--- config.mk ---
export PLATFORM = sky130hd
export DESIGN_NAME = player_physics
export DESIGN_NICKNAME = d
export VERILOG_FILES = /design/src/rtl/player_physics.sv
export SDC_FILE = /design/constraint.sdc
export NUM_CORES = 1
export LEC_CHECK = 0
export ABC_AREA = 1
export BUFFER_PORTS_ARGS = -buffer_cell sky130_fd_sc_hd__buf_2
export CAP_MARGIN = 5
export CORE_UTILIZATION = 55
export CTS_BUF_LIST = sky130_fd_sc_hd__clkbuf_2 sky130_fd_sc_hd__clkbuf_4 sky130_fd_sc_hd__clkbuf_8
export DETAILED_ROUTE_END_ITERATION = 6
export PLACE_DENSITY = 0.85
export SKIP_LAST_GASP = 1
export SLEW_MARGIN = 20
export SYNTH_ARGS = -nofsm -noshare
export SYNTH_HDL_FRONTEND = slang
export SYNTH_SLANG_ARGS = --single-unit
export TNS_END_PERCENT = 20
--- constraint.sdc ---
create_clock -name sim_clk -period 3.5 [get_ports sim_clk]
set_input_delay 0.175 -clock sim_clk [delete_from_list [all_inputs] [get_ports sim_clk]]
set_output_delay 0.175 -clock sim_clk [all_outputs]
set_load 0.1 [all_outputs]
--- src/rtl/player_physics.sv ---
// player_physics: per-tick player motion.
// Horizontal patrol with wall bounce and tile snap, vertical gravity/jump with
// floor landing and ceiling bump, hazard death with timed respawn.
// Ports:
//   sim_clk    game-tick clock, all state advances on its rising edge
//   rst        synchronous active-high reset
//   jump       jump request (level), honoured only while grounded
//   playerCol  [0] wall ahead, [1] floor below, [2] ceiling above, [3] hazard
//   playerPos  {xPos, yPos}, registered
//   playerDir  0 = left, 1 = right, registered
//   grounded   high in GROUND, registered
//   dead       high in DEAD, registered
module player_physics #(
    parameter int unsigned POS_W         = 10,
    parameter int unsigned VEL_W         = 6,
    parameter int unsigned TILE_LOG2     = 5,
    parameter int unsigned X_ORIGIN      = 144,
    parameter int unsigned Y_ORIGIN      = 35,
    parameter int unsigned X_INIT        = 200,
    parameter int unsigned Y_INIT        = 300,
    parameter int unsigned WALK_SPEED    = 3,
    parameter int unsigned JUMP_SPEED    = 12,
    parameter int unsigned GRAVITY       = 1,
    parameter int unsigned MAX_FALL      = 8,
    parameter int unsigned RESPAWN_TICKS = 4
) (
    input  logic                 sim_clk,
    input  logic                 rst,
    input  logic                 jump,
    input  logic [3:0]           playerCol,
    output logic [2*POS_W-1:0]   playerPos,
    output logic                 playerDir,
    output logic                 grounded,
    output logic                 dead
);

    localparam int unsigned TILE  = 1 << TILE_LOG2;
    localparam int unsigned CNT_W = (RESPAWN_TICKS > 1) ? $clog2(RESPAWN_TICKS) : 1;

    localparam logic [POS_W-1:0]        TILE_MASK  = POS_W'(TILE - 1);
    localparam logic [POS_W-1:0]        TILE_SIZE  = POS_W'(TILE);
    localparam logic signed [VEL_W-1:0] MAX_FALL_V = VEL_W'(MAX_FALL);
    localparam logic signed [VEL_W-1:0] GRAVITY_V  = VEL_W'(GRAVITY);
    localparam logic signed [VEL_W-1:0] JUMP_V     = VEL_W'(JUMP_SPEED);

    typedef enum logic [1:0] {
        GROUND = 2'd0,
        RISE   = 2'd1,
        FALL   = 2'd2,
        DEAD   = 2'd3
    } stateT;

    stateT                     state, stateNext;
    logic [POS_W-1:0]          xPos, xNext;
    logic [POS_W-1:0]          yPos, yNext;
    logic signed [VEL_W-1:0]   vy, vyNext;
    logic [CNT_W-1:0]          cnt, cntNext;
    logic                      dirNext;
    logic                      groundedNext, deadNext;

    logic [POS_W-1:0]          fx, fy, vyExt;
    logic signed [VEL_W-1:0]   vyInc;

    // Offsets within the current tile, and velocity helpers
    always_comb begin
        fx    = (xPos - POS_W'(X_ORIGIN)) & TILE_MASK;
        fy    = (yPos - POS_W'(Y_ORIGIN)) & TILE_MASK;
        vyExt = {{(POS_W - VEL_W){vy[VEL_W-1]}}, vy};
        vyInc = vy + GRAVITY_V;
    end

    // Next-state and next-output logic
    always_comb begin
        stateNext = state;
        xNext     = xPos;
        yNext     = yPos;
        vyNext    = vy;
        cntNext   = cnt;
        dirNext   = playerDir;

        if (state == DEAD) begin
            if (cnt == '0) begin
                xNext     = POS_W'(X_INIT);
                yNext     = POS_W'(Y_INIT);
                dirNext   = 1'b1;
                vyNext    = '0;
                stateNext = FALL;
            end else begin
                cntNext = cnt - CNT_W'(1);
            end
        end else if (playerCol[3]) begin
            stateNext = DEAD;
            cntNext   = CNT_W'(RESPAWN_TICKS - 1);
            vyNext    = '0;
        end else begin
            // Wall hit snaps to the tile edge and reverses instead of stepping
            if (playerCol[0]) begin
                if (playerDir) xNext = xPos - fx - POS_W'(1);
                else           xNext = xPos + (TILE_SIZE - fx);
                dirNext = ~playerDir;
            end else if (playerDir) begin
                xNext = xPos + POS_W'(WALK_SPEED);
            end else begin
                xNext = xPos - POS_W'(WALK_SPEED);
            end

            case (state)
                GROUND: begin
                    if (jump) begin
                        vyNext    = -JUMP_V;
                        stateNext = RISE;
                    end else if (!playerCol[1]) begin
                        vyNext    = '0;
                        stateNext = FALL;
                    end
                end
                RISE: begin
                    if (playerCol[2]) begin
                        yNext     = yPos + (TILE_SIZE - fy);
                        vyNext    = '0;
                        stateNext = FALL;
                    end else begin
                        yNext  = yPos + vyExt;
                        vyNext = vyInc;
                        if (!vyInc[VEL_W-1]) stateNext = FALL;
                    end
                end
                FALL: begin
                    if (playerCol[1]) begin
                        yNext     = yPos - fy;
                        vyNext    = '0;
                        stateNext = GROUND;
                    end else begin
                        yNext  = yPos + vyExt;
                        vyNext = (vyInc > MAX_FALL_V) ? MAX_FALL_V : vyInc;
                    end
                end
                default: ;
            endcase
        end

        groundedNext = (stateNext == GROUND);
        deadNext     = (stateNext == DEAD);
    end

    // State and output registers
    always_ff @(posedge sim_clk) begin
        if (rst) begin
            state     <= FALL;
            xPos      <= POS_W'(X_INIT);
            yPos      <= POS_W'(Y_INIT);
            vy        <= '0;
            cnt       <= '0;
            playerDir <= 1'b1;
            grounded  <= 1'b0;
            dead      <= 1'b0;
        end else begin
            state     <= stateNext;
            xPos      <= xNext;
            yPos      <= yNext;
            vy        <= vyNext;
            cnt       <= cntNext;
            playerDir <= dirNext;
            grounded  <= groundedNext;
            dead      <= deadNext;
        end
    end

    assign playerPos = {xPos, yPos};

endmodule
; After elaboration in Yosys (flattened, before gate mapping)
; Cells that the tools add are included.
; W data, S select, Z words.
[classes]
addsub = 14
n_mul = 0
div_mod_pow = 0
order_cmp = 1
eq_ne = 8
n_shift = 0
mux = 37
bitwise = 1
n_reduce_logical = 12
[ops]
columns = operator, count
row1 = $mux W10, 11
row2 = $mux W6, 8
row3 = $add A10 B10 Y10, 3
row4 = $mux W2, 11
row5 = $pmux W10 S2, 1
row6 = $sub A10 B5 Y10, 2
row7 = $pmux W6 S3, 1
row8 = $sub A6 B5 Y7 const A, 2
row9 = $add A10 B2 Y10 const B, 1
row10 = $sub A10 B1 Y10 const B, 1
row11 = $sub A10 B2 Y10 const B, 1
row12 = $reduce_and A3 Y1, 3
row13 = $add A6 B2 Y6 const B, 1
row14 = $eq A2 B2 Y1 const B, 3
row15 = $gt A6 B5 Y1 const B, 1
row16 = $logic_not A2 Y1, 3
row17 = $pmux W2 S3, 1
row18 = $ne A5 B5 Y1 const B, 1
row19 = $reduce_bool A5 Y1, 1
row20 = $sub A5 B2 Y5 const B, 1
row21 = $sub A5 B5 Y5 const B, 1
row22 = $mux W1, 4
row23 = $ne A2 B1 Y1 const B, 2
row24 = $reduce_and A2 Y1, 2
row25 = other kinds (6), 7
[word_totals]
regBits = 33
latch_bits = 0
mem_bits_rw = 0
rom_bits = 0
wordCells = 81
mem_count = 0

; Logic depth before layout (Yosys ltp)
[depth]
depth_word = 7
ltp_mapped = 19

; Worst setup path after synthesis
; Ideal clock, no wire load.
[synth_timing]
path_type = reg2reg
start = reg yPos[1]
end = reg yPos[8]
setup_ps = 117
arrival_ps = 3314
required_ps = 3383
path_slack_ps = 69
path_stages_with_launch = 19
path_buffers = 0
synth_period_minus_slack_ps = 3431
path_cell_list = dfxtp_1 ha_1 inv_1 nand2_1 inv_1 ha_1 xor2_1 ha_1 nand2_1 inv_1 nand4_1 nand3_1 nand2_1 nor2_1 a21oi_1 o21ai_0 nand3b_1 nand2_1 nand2_1
[synth_between]
elab_chain_len = 7
[synth_rtl]
columns = item, line_no
row1 = start: declaration, 55  ; logic [POS_W-1:0] yPos, yNext;
row2 = start signal: assignment, 151  ; yPos <= POS_W'(Y_INIT);
row3 = start signal: assignment, 160  ; yPos <= yNext;
row4 = $sub A5 B2 Y5, 67  ; fy = (yPos - POS_W'(Y_ORIGIN)) & TILE_MASK;
row5 = $sub A6 B5 Y7, 119  ; yNext = yPos + (TILE_SIZE - fy);
row6 = $add A10 B10 Y10, 119
row7 = $mux W10, 118  ; if (playerCol[2]) begin
row8 = $pmux W10 S2 (*), 107  ; case (state)
row9 = $mux W10 (*), 91  ; end else if (playerCol[3]) begin
row10 = $mux W10 (*), 81  ; if (state == DEAD) begin
; Every way passes the cells marked *; elsewhere a longest branch is shown, timed or not. The select of a mux whose other input is x is not followed.
; A chain may end at the register's enable or synchronous reset.

; Final worst setup path
[layout_timing]
start = reg yPos[0]
end = reg yPos[9]
; Same word-level chain as after synthesis.

==> out/qor.txt <==
Run status -> complete, no violations
Fin area -> 4222 sq um
Starting density of the core -> 56.89%
Number of global-route vias before repair -> 3804
Maximum VDD drop -> 0.3004 mV
Largest net degree at the start of global routing -> 27
Yosys cell types -> 42
Top_reg_cell synth -> dfxtp_1
Worst Tran Pin Value -> 0.5885 ns
Final hold violation count -> 0
Crit share post-route -> 86.03%
GP Congestion -> 0.9644
Via/cell ratio -> 5.517
DR WL/cell -> 13.59 um
Total Neg Setup Slack -> 0 ns
P_leak -> 2.140 nW
Pwr dens -> 486.2 nW/um^2
Synthesized area -> 3865 sq um
Initial antenna violation count -> 0
Top-area cell type share of the netlist area -> 17.09%
Area grow syn2layout -> 9.226%
Root Driver -> clkbuf_8
Ant diodes -> 0
Die X -> 85.83 um
Number of buffers added for setup after CTS -> 0
DRT antenna net count -> 0
H-tree depth -> 2
Routed wire length -> 10290 um
Core ar. -> 6794 sq um
Worst Hold Class -> in -> reg
Post-layout min period -> 3.011 ns
Clock buffer depth -> 2
Hold slack -> 0.2667 ns
FP Rows -> 30
Cell with the most instances after synthesis -> nand2_1
Mean Syn Cell Area -> 6.125 sq um
Hpwl dp -> 7983 um
Max frequency -> 332.1 MHz
Die Y -> 85.83 um
DR pass1 iterations -> 5
# fillers -> 650
Synth Instances -> 631
Dominant cell type by area after synthesis -> dfxtp_1
Worst setup EP type -> register
Hold Buf Count CTS -> 0
#FFs+latches synth -> 33
DRC violation count after routing -> 0
TritonCTS clock tree -> yes
CTS clk-pin slew, worst paths -> 0.09 ns
Top cells by area, synth -> dfxtp_1 17%, nand2_1 17%, ha_1 14%
Syn_nets -> 683
Synth warn -> 0
Final Slew Violations -> 0
Grt total ovfl -> 0
Skew final -> 0.009184 ns
Worst skew pair latency -> 0.29 ns
Final setup fails -> 0
TritonCTS Buffers -> 5
I/O pin count -> 30
Worst Setup Start Kind -> register
Initial DRC Count -> 298
Worst slew margin -> 60.77%
CP Data Required Time -> 3.66 ns
Die area -> 7367 sq um
EDFF count, synth -> 0
CP Max Fanout -> 12
Sinks on Clock Net -> 33
Vias after detailed routing -> 4176
Placed inst area -> 4106 sq um
Nets -> 712
RSZ-0062 raised after global routing -> false
Most frequent cells after synthesis -> 170 x nand2_1, 75 x inv_1, 63 x nand3_1, 55 x a21oi_1, 42 x ha_1
Max Cap Viol -> 0
Sequential share of the synthesized area -> 17.09%
IO buf count -> 29
Pre-CTS setup slack -> 0.5240 ns
Global-route wire length before repair -> 17330 um
Fraction of layout cells with a size suffix above 1 -> 11.20%
FFs w/ async S/R, synth -> 0%
PnR worst setup slack -> 0.4888 ns
Total GRT Usage -> 29.19%
CP arrival -> 3.17 ns
Cts repair resizes -> 0
Setup CP Type -> reg -> reg
==> cell type report <==
class	count	area (sq um)	share of cell area, %
Multi-Input combinational cell	493	2805	66.45
Sequential cell	33	660.6	15.65
Inverter	96	360.3	8.536
Timing Repair Buffer	31	160.2	3.794
Tap cell	96	120.1	2.845
Clock buffer	5	68.82	1.630
Clock inverter	3	46.29	1.097
==> layout by cell type, fill, tap and decap left out, drive strengths merged, types with 3 or more instances in the layout <==
| cell | netlist | final |
|---|---|---|
| nand2 | 173 | 173 |
| fa | 3 | 3 |
| xor2 | 19 | 19 |
| buf | 4 | 31 |
| clkinv | 2 | 3 |
| o211ai | 4 | 4 |
| nor3 | 3 | 3 |
| xnor2 | 10 | 10 |
| clkbuf | 5 | 5 |
| nor2 | 44 | 44 |
| inv | 94 | 94 |
| nand4 | 13 | 13 |
| o21ai | 38 | 38 |
| ha | 42 | 42 |
| dfxtp | 33 | 33 |
| nand3 | 64 | 64 |
| nand3b | 4 | 4 |
| a21oi | 56 | 56 |
==> power by group <==
part / internal [W] / switching, W
sequential: 0.000416 / 0.0000883
clock: 0.000213 / 0.000169
combinational: 0.000353 / 0.000813
==> metal layers <==
layer	up-vias	share of wire, %	GRT usage (%)	routed length [um]
met5	-	0	0	0
met4	0	2.0	7.879	209
met3	21	5.6	3.946	577
met2	139	46	49.75	4754
met1	1883	46	38.73	4749
li1	2133	-	-	-
==> registers in the layout, summed over array words and instances (netlist names) <==
signal	count
cnt	2
dead	1
grounded	1
playerDir	1
state	2
vy	6
xPos	10
yPos	10
==> final timing paths <==
check | from | end | slack (ns) | cells after the start
setup / recovery | yPos[0] | yPos[9] | 0.49 | 17
hold / removal | playerCol[0] | xPos[6] | 0.27 | 3
setup reg to reg | yPos[0] | yPos[9] | 0.49 | 17
hold reg to reg | cnt[0] | cnt[0] | 0.49 | 2
==> kinds of logic (layout without fill, tap and decap cells) <==
family | after synthesis | after routing | share of synthesized area [%]
buf+inv | 105 | 135 | 10.33
xor+xnor | 29 | 29 | 6.960
compound gates | 112 | 112 | 16.19
simple gates | 307 | 307 | 34.28
flops | 33 | 33 | 17.09
fa+ha+maj | 45 | 45 | 15.15
==> metrics by stage <==
stage                     power, W  util (%)  instances
after floorplan           0.001425         -        631
after global placement    0.001630     60.44        749
after detailed placement  0.001655     60.44        749
after CTS                 0.002042     62.14        757
after global routing      0.002207     62.14        757
final                     0.002053     62.14        757
==> critical path, stage by stage (launching register included) <==
cell and delay [ns]:
dfxtp_1 0.60, ha_1 0.25, inv_1 0.08, nand2_1 0.13, inv_1 0.06, ha_1 0.34
xor2_1 0.19, ha_1 0.35, a21oi_1 0.22, nand2_1 0.12, nand2_1 0.10, nand3_1 0.06
nand2_1 0.06, nor2_1 0.05, nor2_1 0.08, nand2_1 0.06, nand3_1 0.07, a21oi_1 0.06
Power figures use the tool's default switching activity.
